File: config.mk
export PLATFORM = sky130hd
export DESIGN_NAME = sl_rx_ctrl
export DESIGN_NICKNAME = d
export VERILOG_FILES = /design/src/rtl/sl_pkg.sv /design/src/rtl/sl_rx_fifo.sv /design/src/rtl/sl_rx_ctrl.sv
export SDC_FILE = /design/constraint.sdc
export NUM_CORES = 1
export LEC_CHECK = 0
export ABC_AREA = 0
export CAP_MARGIN = 15
export CORE_ASPECT_RATIO = 1.25
export CORE_MARGIN = 4
export CORE_UTILIZATION = 59
export CTS_BUF_LIST = sky130_fd_sc_hd__clkbuf_4
export DETAILED_ROUTE_END_ITERATION = 12
export DONT_BUFFER_PORTS = 1
export HOLD_SLACK_MARGIN = 0.08
export PLACE_DENSITY = 0.78
export SYNTH_ARGS = -nofsm -noshare
export SYNTH_HDL_FRONTEND = slang
export SYNTH_HIERARCHICAL = 1
export SYNTH_SLANG_ARGS = --single-unit
File: constraint.sdc
create_clock -name clk -period 2.1 [get_ports clk]
set_input_delay 0.21 -clock clk [delete_from_list [all_inputs] [get_ports clk]]
set_output_delay 0.21 -clock clk [all_outputs]
set_load 0.1 [all_outputs]
File: src/rtl/sl_pkg.sv
// Shared constants for the serial-line receiver controller: bus addresses,
// receiver config/status bit positions, controller status layout, FSM states.
package sl_pkg;

  localparam logic [3:0] ADDR_CONFIG  = 4'b0001;
  localparam logic [3:0] ADDR_DATA_WR = 4'b0010;
  localparam logic [3:0] ADDR_DATA_R  = 4'b0100;
  localparam logic [3:0] ADDR_STATUS  = 4'b1000;

  // Receiver configuration word fields
  localparam int CFG_PCE  = 0;
  localparam int CFG_BQL  = 1;
  localparam int CFG_BQH  = 6;
  localparam int CFG_MODE = 7;
  localparam int CFG_IRQM = 8;

  localparam logic [15:0] CFG_RESET = 16'h0010;

  // Receiver status word fields
  localparam int RS_WLC = 0;
  localparam int RS_WRP = 1;
  localparam int RS_WRF = 3;
  localparam int RS_PEF = 4;
  localparam int RS_LEF = 5;

  // Controller STATUS register fields
  localparam int ST_EMPTY = 4;
  localparam int ST_FULL  = 5;
  localparam int ST_OVF   = 6;
  localparam int ST_PEF   = 7;
  localparam int ST_WLC   = 8;
  localparam int ST_LEF   = 9;
  localparam int ST_CFE   = 10;
  localparam int ST_PEND  = 11;
  localparam int ST_WRP   = 12;

  typedef enum logic {
    CFG_IDLE = 1'b0,
    CFG_WAIT = 1'b1
  } cfg_state_e;

  // Bit quantity must be even and within 8..32.
  function automatic logic cfg_bq_ok(input logic [15:0] cfg);
    logic [5:0] bq;
    bq = cfg[CFG_BQH:CFG_BQL];
    return !bq[0] && (bq >= 6'd8) && (bq <= 6'd32);
  endfunction

endpackage

File: src/rtl/sl_rx_fifo.sv
// Synchronous FIFO with registered count; push and pop in the same cycle
// both succeed even when full.
module sl_rx_fifo #(
  parameter int DEPTH = 4,
  parameter int WIDTH = 32
) (
  input  logic                     clk,
  input  logic                     rst_n,
  input  logic                     push,
  input  logic                     pop,
  input  logic [WIDTH-1:0]         wdata,
  output logic [WIDTH-1:0]         rdata,
  output logic                     full,
  output logic                     empty,
  output logic [$clog2(DEPTH):0]   count
);

  localparam int AW = $clog2(DEPTH);

  logic [WIDTH-1:0] mem [DEPTH];
  logic [AW-1:0]    wr_ptr;
  logic [AW-1:0]    rd_ptr;
  logic             do_push;
  logic             do_pop;

  assign empty   = (count == '0);
  assign full    = (count == (AW+1)'(DEPTH));
  assign do_pop  = pop && !empty;
  assign do_push = push && (!full || do_pop);
  assign rdata   = mem[rd_ptr];

  always_ff @(posedge clk) begin
    if (do_push) mem[wr_ptr] <= wdata;
  end

  always_ff @(posedge clk) begin
    if (!rst_n) begin
      wr_ptr <= '0;
      rd_ptr <= '0;
      count  <= '0;
    end else begin
      if (do_push) wr_ptr <= wr_ptr + AW'(1);
      if (do_pop)  rd_ptr <= rd_ptr + AW'(1);
      case ({do_push, do_pop})
        2'b10:   count <= count + (AW+1)'(1);
        2'b01:   count <= count - (AW+1)'(1);
        default: count <= count;
      endcase
    end
  end

endmodule

File: src/rtl/sl_rx_ctrl.sv
// Host-side controller for one SL receiver: config write sequencing, event
// capture into a good-word FIFO, sticky error flags and a one-hot register port.
module sl_rx_ctrl
  import sl_pkg::*;
#(
  parameter int FIFO_DEPTH = 4,
  parameter int CFG_RETRY  = 64
) (
  input  logic        clk,
  input  logic        rst_n,
  input  logic [3:0]  addr,
  input  logic        wr_en,
  input  logic        rd_en,
  input  logic [31:0] wdata,
  output logic [31:0] rdata,
  output logic        rvalid,
  output logic        irq,
  output logic [15:0] rx_config_w,
  output logic        rx_wr_enable,
  input  logic [15:0] rx_config_r,
  input  logic [15:0] rx_status_w,
  input  logic [31:0] rx_data_w,
  input  logic        rx_data_status_changed
);

  localparam int RW  = $clog2(CFG_RETRY + 1);
  localparam int FCW = $clog2(FIFO_DEPTH) + 1;

  cfg_state_e      state;
  logic [15:0]     pend_cfg;
  logic [RW-1:0]   retry_cnt;
  logic            cfg_wr;
  logic            cfg_load;
  logic            cfg_bad;
  logic            cfg_timeout;

  logic            ovf, pef, wlc, lef, cfe;
  logic [7:0]      err_cnt;

  logic            evt_good, set_ovf, set_pef, set_wlc, set_lef, err_evt;
  logic            rd_status, rd_data, pop_eff;

  logic [31:0]     fifo_head;
  logic            fifo_full, fifo_empty;
  logic [FCW-1:0]  fifo_count;
  logic [4:0]      count_ext;
  logic [3:0]      count_sat;
  logic [31:0]     status_word;
  logic [31:0]     read_mux;
  logic            unused_bits;

  // A write that coincides with a read is dropped.
  assign cfg_wr      = wr_en && !rd_en && (addr == ADDR_CONFIG);
  assign cfg_load    = cfg_wr && cfg_bq_ok(wdata[15:0]);
  assign cfg_bad     = cfg_wr && !cfg_bq_ok(wdata[15:0]);
  assign cfg_timeout = !cfg_load && (state == CFG_WAIT) && (rx_config_r != pend_cfg)
                       && (retry_cnt == RW'(CFG_RETRY - 1));
  assign rx_config_w = pend_cfg;

  always_ff @(posedge clk) begin
    if (!rst_n) begin
      state        <= CFG_IDLE;
      pend_cfg     <= CFG_RESET;
      retry_cnt    <= '0;
      rx_wr_enable <= 1'b0;
    end else if (cfg_load) begin
      state        <= CFG_WAIT;
      pend_cfg     <= wdata[15:0];
      retry_cnt    <= '0;
      rx_wr_enable <= 1'b1;
    end else if (state == CFG_WAIT) begin
      if ((rx_config_r == pend_cfg) || cfg_timeout) begin
        state        <= CFG_IDLE;
        rx_wr_enable <= 1'b0;
      end else begin
        retry_cnt <= retry_cnt + RW'(1);
      end
    end
  end

  // Event decode: errors are only meaningful on a finished word, except LEF.
  assign evt_good  = rx_data_status_changed && rx_status_w[RS_WRF]
                     && !rx_status_w[RS_PEF] && !rx_status_w[RS_WLC];
  assign set_pef   = rx_data_status_changed && rx_status_w[RS_WRF] && rx_status_w[RS_PEF];
  assign set_wlc   = rx_data_status_changed && rx_status_w[RS_WRF] && rx_status_w[RS_WLC];
  assign set_lef   = rx_data_status_changed && rx_status_w[RS_LEF];
  assign err_evt   = set_pef || set_wlc || set_lef;

  assign rd_status = rd_en && (addr == ADDR_STATUS);
  assign rd_data   = rd_en && (addr == ADDR_DATA_R);
  assign pop_eff   = rd_data && !fifo_empty;
  assign set_ovf   = evt_good && fifo_full && !pop_eff;

  sl_rx_fifo #(
    .DEPTH (FIFO_DEPTH),
    .WIDTH (32)
  ) u_fifo (
    .clk   (clk),
    .rst_n (rst_n),
    .push  (evt_good),
    .pop   (rd_data),
    .wdata (rx_data_w),
    .rdata (fifo_head),
    .full  (fifo_full),
    .empty (fifo_empty),
    .count (fifo_count)
  );

  // Sticky flags: a set arriving with the clearing read survives it.
  always_ff @(posedge clk) begin
    if (!rst_n) begin
      {ovf, pef, wlc, lef, cfe} <= '0;
      err_cnt <= '0;
    end else begin
      ovf <= (ovf && !rd_status) || set_ovf;
      pef <= (pef && !rd_status) || set_pef;
      wlc <= (wlc && !rd_status) || set_wlc;
      lef <= (lef && !rd_status) || set_lef;
      cfe <= (cfe && !rd_status) || cfg_bad || cfg_timeout;
      // One increment per erroneous event, regardless of how many flags it carries.
      if (err_evt)        err_cnt <= rd_status ? 8'd1 : ((err_cnt == 8'hFF) ? err_cnt : err_cnt + 8'd1);
      else if (rd_status) err_cnt <= 8'd0;
    end
  end

  assign count_ext   = 5'(fifo_count);
  assign count_sat   = (count_ext > 5'd15) ? 4'hF : count_ext[3:0];
  assign status_word = {8'h00, err_cnt, 3'b000, rx_status_w[RS_WRP], (state == CFG_WAIT),
                        cfe, lef, wlc, pef, ovf, fifo_full, fifo_empty, count_sat};

  always_comb begin
    read_mux = 32'h0;
    case (addr)
      ADDR_CONFIG: read_mux = {16'h0000, rx_config_r};
      ADDR_DATA_R: read_mux = fifo_empty ? 32'h0 : fifo_head;
      ADDR_STATUS: read_mux = status_word;
      default:     read_mux = 32'h0;
    endcase
  end

  always_ff @(posedge clk) begin
    if (!rst_n) begin
      rdata  <= 32'h0;
      rvalid <= 1'b0;
      irq    <= 1'b0;
    end else begin
      rdata  <= rd_en ? read_mux : 32'h0;
      rvalid <= rd_en;
      irq    <= !fifo_empty || (rx_config_r[CFG_IRQM] && (ovf || pef || wlc || lef || cfe));
    end
  end

  assign unused_bits = ^{wdata[31:16], rx_status_w[15:6], rx_status_w[2]};

endmodule
=== Word level (Yosys, flattened, before mapping) ===
Memory sizes are Yosys's and may differ from the RTL's. A register that Yosys moved wholly into a read port is not among the register bits.
Index checks and enable logic that the tools add are counted.

* Add/subtract/negate cells: 6
* Order comparisons: 3
* Eq/ne operators: 11
* Muxes and demuxes: 18
* Bitwise logic cells: 2
* Reduce and logical (&&, ||, !) cells: 62

{| class="wikitable"
|+ Operator list
! operator !! number
|-
| 32-bit one-hot mux with 3 select lines || 1
|-
| 32-bit 2-to-1 mux || 1
|-
| 8-bit 2-to-1 mux || 4
|-
| 1-bit logical AND || 27
|-
| 16-bit equality test || 1
|-
| 16-bit != test || 1
|-
| 1-bit logical OR || 15
|-
| 1-bit logical NOT || 10
|-
| 8-bit by 1-bit adder with 8-bit output (second input constant) || 1
|-
| 8-bit equality test (second input constant) || 1
|-
| 1-bit 2-to-1 mux || 8
|-
| 2-bit AND reduction || 4
|-
| 2-bit nonzero test || 4
|-
| 7-bit by 1-bit adder with 7-bit output (second input constant) || 1
|-
| 7-bit by 6-bit equality test with 1-bit output (second input constant) || 1
|-
| 6-bit by 4-bit greater-or-equal comparator with 1-bit output (second input constant) || 1
|-
| 6-bit less-or-equal comparator (second input constant) || 1
|-
| 3-bit one-hot mux with 2 select lines || 1
|-
| 2-bit by 1-bit adder with 2-bit output (second input constant) || 2
|-
| 4-bit by 1-bit equality test with 1-bit output (second input constant) || 1
|-
| 4-bit by 3-bit equality test with 1-bit output (second input constant) || 1
|-
| 4-bit equality test (second input constant) || 1
|-
| 3-bit by 4-bit > comparator with 1-bit output (second input constant) || 1
|-
| 2-bit 2-to-1 mux || 2
|-
| 10 further kinds || 11
|}

* Flip-flop bits (word level): 79
* RAM bits: 128
* Output and inout port bits: 51
* Logic and storage cells: 119
* Memories kept: 1

{| class="wikitable"
|+ Memories
! memory !! words !! bits a word !! rd ports !! clocked after memory_dff !! write ports !! line !! source
|-
| u_fifo.mem || 4 || 32 || 1 || 1 || 1 || sl_rx_fifo.sv:20 || <nowiki>logic [WIDTH-1:0] mem [DEPTH];</nowiki>
|}

=== Logic depth before layout (Yosys ltp) ===
* Depth after elaboration: 12
* Depth in mapped cells: 9
* Mapped depth without buffers: 9

=== By module ===
The synthesis kept the hierarchy.

{| class="wikitable"
|+ By module, submodules not included
! module !! instances !! cells each !! area each (µm²) !! sequential area each (µm²)
|-
| sl_rx_fifo || 1 || 227 || 5158.7 || 4023.9
|-
| sl_rx_ctrl || 1 || 333 || 3024.2 || 1441.4
|}

=== Least setup slack after synthesis ===
OpenSTA, ideal clock, no wires.

* Path type: reg-to-reg
* Start: reg pend_cfg[10] (netlist: rx_config_w[10])
* End: reg state
* Library setup time: 0.115 ns
* Arrival time: 2.210 ns
* Required time: 1.985 ns
* Path slack: -0.224 ns
* Cell stages (with the launch flop): 7
* Period minus slack after synthesis: 2.324 ns
* Cells stage by stage: dfxtp_1 xnor2_1 nand4_1 o41ai_1 clkbuf_1 nor2_1 o21a_1

* Cells in the longest elaborated chain, start to end: 7
* Elaborated cells on any way between the ends: 8

{| class="wikitable"
|+ Ends and longest elaborated chain
! item !! line !! source
|-
| start, declared || sl_rx_ctrl.sv:30 || <nowiki>logic [15:0] pend_cfg;</nowiki>
|-
| start signal, assigned || sl_rx_ctrl.sv:68 || <nowiki>pend_cfg <= wdata[15:0];</nowiki>
|-
| 16-bit != test || sl_rx_ctrl.sv:56 || <nowiki>assign cfg_timeout = !cfg_load && (state == CFG_WAIT) && (rx_config_r != pend_cfg)</nowiki>
|-
| 1-bit logical AND || sl_rx_ctrl.sv:56 ||
|-
| 1-bit logical AND || sl_rx_ctrl.sv:57 || <nowiki>&& (retry_cnt == RW'(CFG_RETRY - 1));</nowiki>
|-
| 1-bit logical OR * || sl_rx_ctrl.sv:72 || <nowiki>if ((rx_config_r == pend_cfg) || cfg_timeout) begin</nowiki>
|-
| 1-bit 2-to-1 mux * || sl_rx_ctrl.sv:72 ||
|-
| 1-bit 2-to-1 mux * || sl_rx_ctrl.sv:71 || <nowiki>end else if (state == CFG_WAIT) begin</nowiki>
|-
| 1-bit 2-to-1 mux * || sl_rx_ctrl.sv:66 || <nowiki>end else if (cfg_load) begin</nowiki>
|-
| end signal, assigned || sl_rx_ctrl.sv:62 || <nowiki>state <= CFG_IDLE;</nowiki>
|-
| end signal, assigned || sl_rx_ctrl.sv:67 || <nowiki>state <= CFG_WAIT;</nowiki>
|-
| end signal, assigned || sl_rx_ctrl.sv:73 || <nowiki>state <= CFG_IDLE;</nowiki>
|-
| end, declared || sl_rx_ctrl.sv:29 || <nowiki>cfg_state_e state;</nowiki>
|}

Mark *: on every way between the ends. The rest lies on a longest branch, timed or not.
A chain may end at the register's enable or synchronous reset.

=== Worst setup path after layout ===
* Start: in rx_status_w[0]
* End: mem u_fifo.mem[3][16], enable pin

* Cells in the longest elaborated chain, start to end: 5

{| class="wikitable"
|+ Ends and longest elaborated chain
! item !! line !! source
|-
| start, declared || sl_rx_ctrl.sv:21 || <nowiki>input logic [15:0] rx_status_w,</nowiki>
|-
| 1-bit logical NOT || sl_rx_ctrl.sv:83 || <nowiki>&& !rx_status_w[RS_PEF] && !rx_status_w[RS_WLC];</nowiki>
|-
| 1-bit logical AND || sl_rx_ctrl.sv:83 ||
|-
| net evt_good || sl_rx_ctrl.sv:40 || <nowiki>logic evt_good, set_ovf, set_pef, set_wlc, set_lef, err_evt;</nowiki>
|-
| 1-bit logical AND || sl_rx_fifo.sv:29 || <nowiki>assign do_push = push && (!full || do_pop);</nowiki>
|-
| 1-bit 2-to-1 mux || sl_rx_fifo.sv:33 || <nowiki>if (do_push) mem[wr_ptr] <= wdata;</nowiki>
|-
| 1-bit 2-to-1 mux (implied by the code) || sl_rx_fifo.sv:33 ||
|-
| end, declared || sl_rx_fifo.sv:20 ||
|}

The timed path passes the listed nets, and every way through them passes these cells.

==> reports/results.ini <==
[pwr]
p_leak_nw = 3.58
switchingPower_w = 0.00166
switching_share = 0.212
combinationalPowerShare = 0.044
ir_worst_vdd_mv = 0.629
p_int_w = 0.00616
pwr-share-clk = 0.397
seqPwrFrac = 0.560
powerDensity_nw_per_um2 = 759

[synthesis]
yosys.area.top_type = edfxtp_1
muxShareOfSynthArea = 0.0931
netlist.area_leader.share = 0.470
yosys.area_share.simple = 0.104
async_reset_ff_frac = 0
syn-instance-count = 560
yosysWarnings = 6
synth_top_family_by_area = simple AND/OR/NAND/NOR gates
syn_area_per_cell_um2 = 14.6
synth_seq_cells = 209
synthAdderAreaFrac = 0.0116
synth.distinct_cells = 57
synth-compound-area-share = 0.0774
yosysMostFrequentCell = edfxtp_1
synthesis.nets = 672
synth_edf_count = 128
synth_area_um2 = 8180
synth_area_leaders = edfxtp_1 47%, dfxtp_1 20%, mux4_2 8.8%, nand2_1 2.3%, xnor2_1 2.2%
ys.flop_type = edfxtp_1
seq_area_frac_synth = 0.668
synth_common_cells = 128 x edfxtp_1, 81 x dfxtp_1, 50 x nand2_1, 39 x nor2_1, 32 x mux4_2
synth_xor_area_frac = 0.0268

[timing]
clock.fmax_mhz = 473
worst_pin_slew_ns = 0.890
timing.final.ws_setup_ns = -0.0130
finalSetupViolCount = 17
finalSetupTns_ns = -0.126
finalClockSkew_ns = 0.0384
slew_violations = 0
hold_viol = 0
fin_crit_ns = 2.11
rsz0062_at_grt = true
period_share = 1.01
slew-limit-headroom = 0.407

[global_routing]
track_usage = 0.248
overflow = 0
grt_pass1_vias = 5986
grt_max_degree = 43
grt_first_pass_wirelength_mm = 30.6
antenna_found_initial = 1

[drt]
routedWlPerCell_um = 20.4
drtAntennaViolNets = 0
via_per_inst = 5.93
drcViolationCount = 0
dr.pass1.iters = 5
vias = 5590
drtIter0Drc = 400
routed_wl_mm = 19.3

[cts]
cts_buffers = 47
cts_tree = yes
htree_levels = 2
post_cts_buffers = 0
cts_num_sinks = 209
clockBufferDepth = 3
worstSkewPairLatency_ns = 0.61
cts_root_buf = clkbuf_4
clkTransAtPathRegs_ns = 0.07

[worst_setup_path]
cp_max_fo = 32
slowest_stage = and2_2
reg2regPathDepth = 3
r2r_start = u_fifo/count[1]
startpoint_type = input pin
worstSetupEndpointType = register
cpPeakStageDelay_ns = 0.76
critPathBufInv = 1
path_cells = dlygate4sd3_1, nor3_1, nor2b_2, and2_2
path_delay_family = simple AND/OR/NAND/NOR gates
worst-setup-path-type = in2reg
required_ns = 2.31
reg2reg_slack_ns = 0.02
crit_arrival_ns = 2.32
cp.depth = 4
rr_endpoint = u_fifo/mem[3][16]

[finish]
multi_input_area_um2 = 2590
nets = 845
ff_latch_area_um2 = 5490
stdcell_count = 943
final_layout_size_suffix_gt1_frac = 0.280
fillers = 765
area_growth_syn_to_layout_pct = 26.0

[die]
start_util = 0.610
coreArea_um2 = 13400
io_pins = 156
dieWidth_um = 113
rows = 47
dieArea_um2 = 15800
die_h_um = 140

[min_path]
hold_start = rx_data_status_changed
min_to = err_cnt[4]
min_path_cells = 4
min_path_type = in2reg

[placement]
place.gp.congestion = 0.840
port_buffers = 0
placedCellCount = 774
dpl.hpwl_mm = 11.7

[outcome]
failed_checks = setup timing
outcome = complete, but fails checks

[job]
maxCapViolations = 0

## worst max path at each step
stage	to	start	slack, ns
floorplan	u_fifo/count[2]	addr[1]	0.07
global placement	u_fifo/mem[0][21]	rx_status_w[4]	0.08
detailed placement	u_fifo/mem[0][25]	addr[1]	-0.01
CTS	u_fifo/mem[0][10]	u_fifo/count[1]	0.03
global route	u_fifo/mem[1][9]	rx_status_w[0]	-0.08
finish	u_fifo/mem[3][16]	rx_status_w[0]	-0.01
## sequential cells by signal, summed over array words and instances, names as in the netlist, named ones only
name	count
cfe	1
irq	1
wlc	1
pef	1
rdata	32
rvalid	1
u_fifo/rd_ptr	2
state	1
u_fifo/count	3
retry_cnt	7
ovf	1
rx_config_w	16
u_fifo/mem	128
u_fifo/wr_ptr	2
rx_wr_enable	1
err_cnt	8
lef	1
## stage by stage
step	worst slack, ns	instance area (µm²)	hold slack [ns]	power [W]	util
after CTS	0.0254	10300	0.0892	0.00789	0.769
after floorplan	0.0674	8210	0.309	0.00460	-
final	-0.0130	10300	0.137	0.00783	0.769
after global placement	0.0789	8870	0.299	0.00464	0.662
after detailed placement	-0.00990	8870	0.303	0.00465	0.662
after global routing	-0.0802	10300	0.0842	0.00817	0.769
## per-layer routing
layer / GRT usage / vias up / share of wire
li1: - / 2527 / -
met1: 0.291 / 2741 / 0.37
met2: 0.425 / 269 / 0.52
met3: 0.0634 / 53 / 0.080
met4: 0.113 / 0 / 0.034
met5: 0 / - / 0
## power by group through the flow
stage / Sequential (W) / Clock, W / Combinational (W)
2_1_floorplan: 0.00450 / 0 / 0.000107
3_3_place_gp: 0.00447 / 0 / 0.000165
3_5_place_dp: 0.00448 / 0 / 0.000170
4_1_cts: 0.00438 / 0.00318 / 0.000333
5_1_grt: 0.00438 / 0.00343 / 0.000360
6_report: 0.00438 / 0.00310 / 0.000341
## tightest hold or removal path: stages
cell and delay [ns]:
o21ai_0 0.09, buf_4 0.20, o21bai_1 0.12, a21oi_1 0.05
## layout by cell type, fill, tap and decap left out, types with 13 or more instances in the layout
cell type / n
a21boi_0: 18
a22oi_1: 13
buf_4: 69
clkbuf_4: 75
dfxtp_1: 64
dfxtp_2: 17
dlygate4sd3_1: 80
edfxtp_1: 128
mux4_2: 32
nand2_1: 50
nor2_1: 38
xnor2_1: 21
## kinds of logic (layout without fill, tap and decap cells)
group,Yosys count,count (layout)
compound gates,83,83
simple gates,165,165
xor+xnor,25,25
buf+inv,35,246
fa+ha+maj,7,7
other cells,0,1
flops,209,209
mux,36,36
## what timing repair did
action,4_1_cts,5_1_grt
setup endpoints to repair,0,148
gates resized for setup,0,2
hold endpoints to repair,201,0
hold buffers,81,0
## area by class of cell
class / instances / area share
sequential: 209 / 0.532
multi-input combinational: 316 / 0.251
timing repair buffer: 152 / 0.134
clock buffer: 75 / 0.0546
tap: 171 / 0.0208
clock inverter: 12 / 0.00449
inverter: 7 / 0.00255
antenna: 1 / 0.000243
No activity file was read; power rests on OpenSTA's default activity.
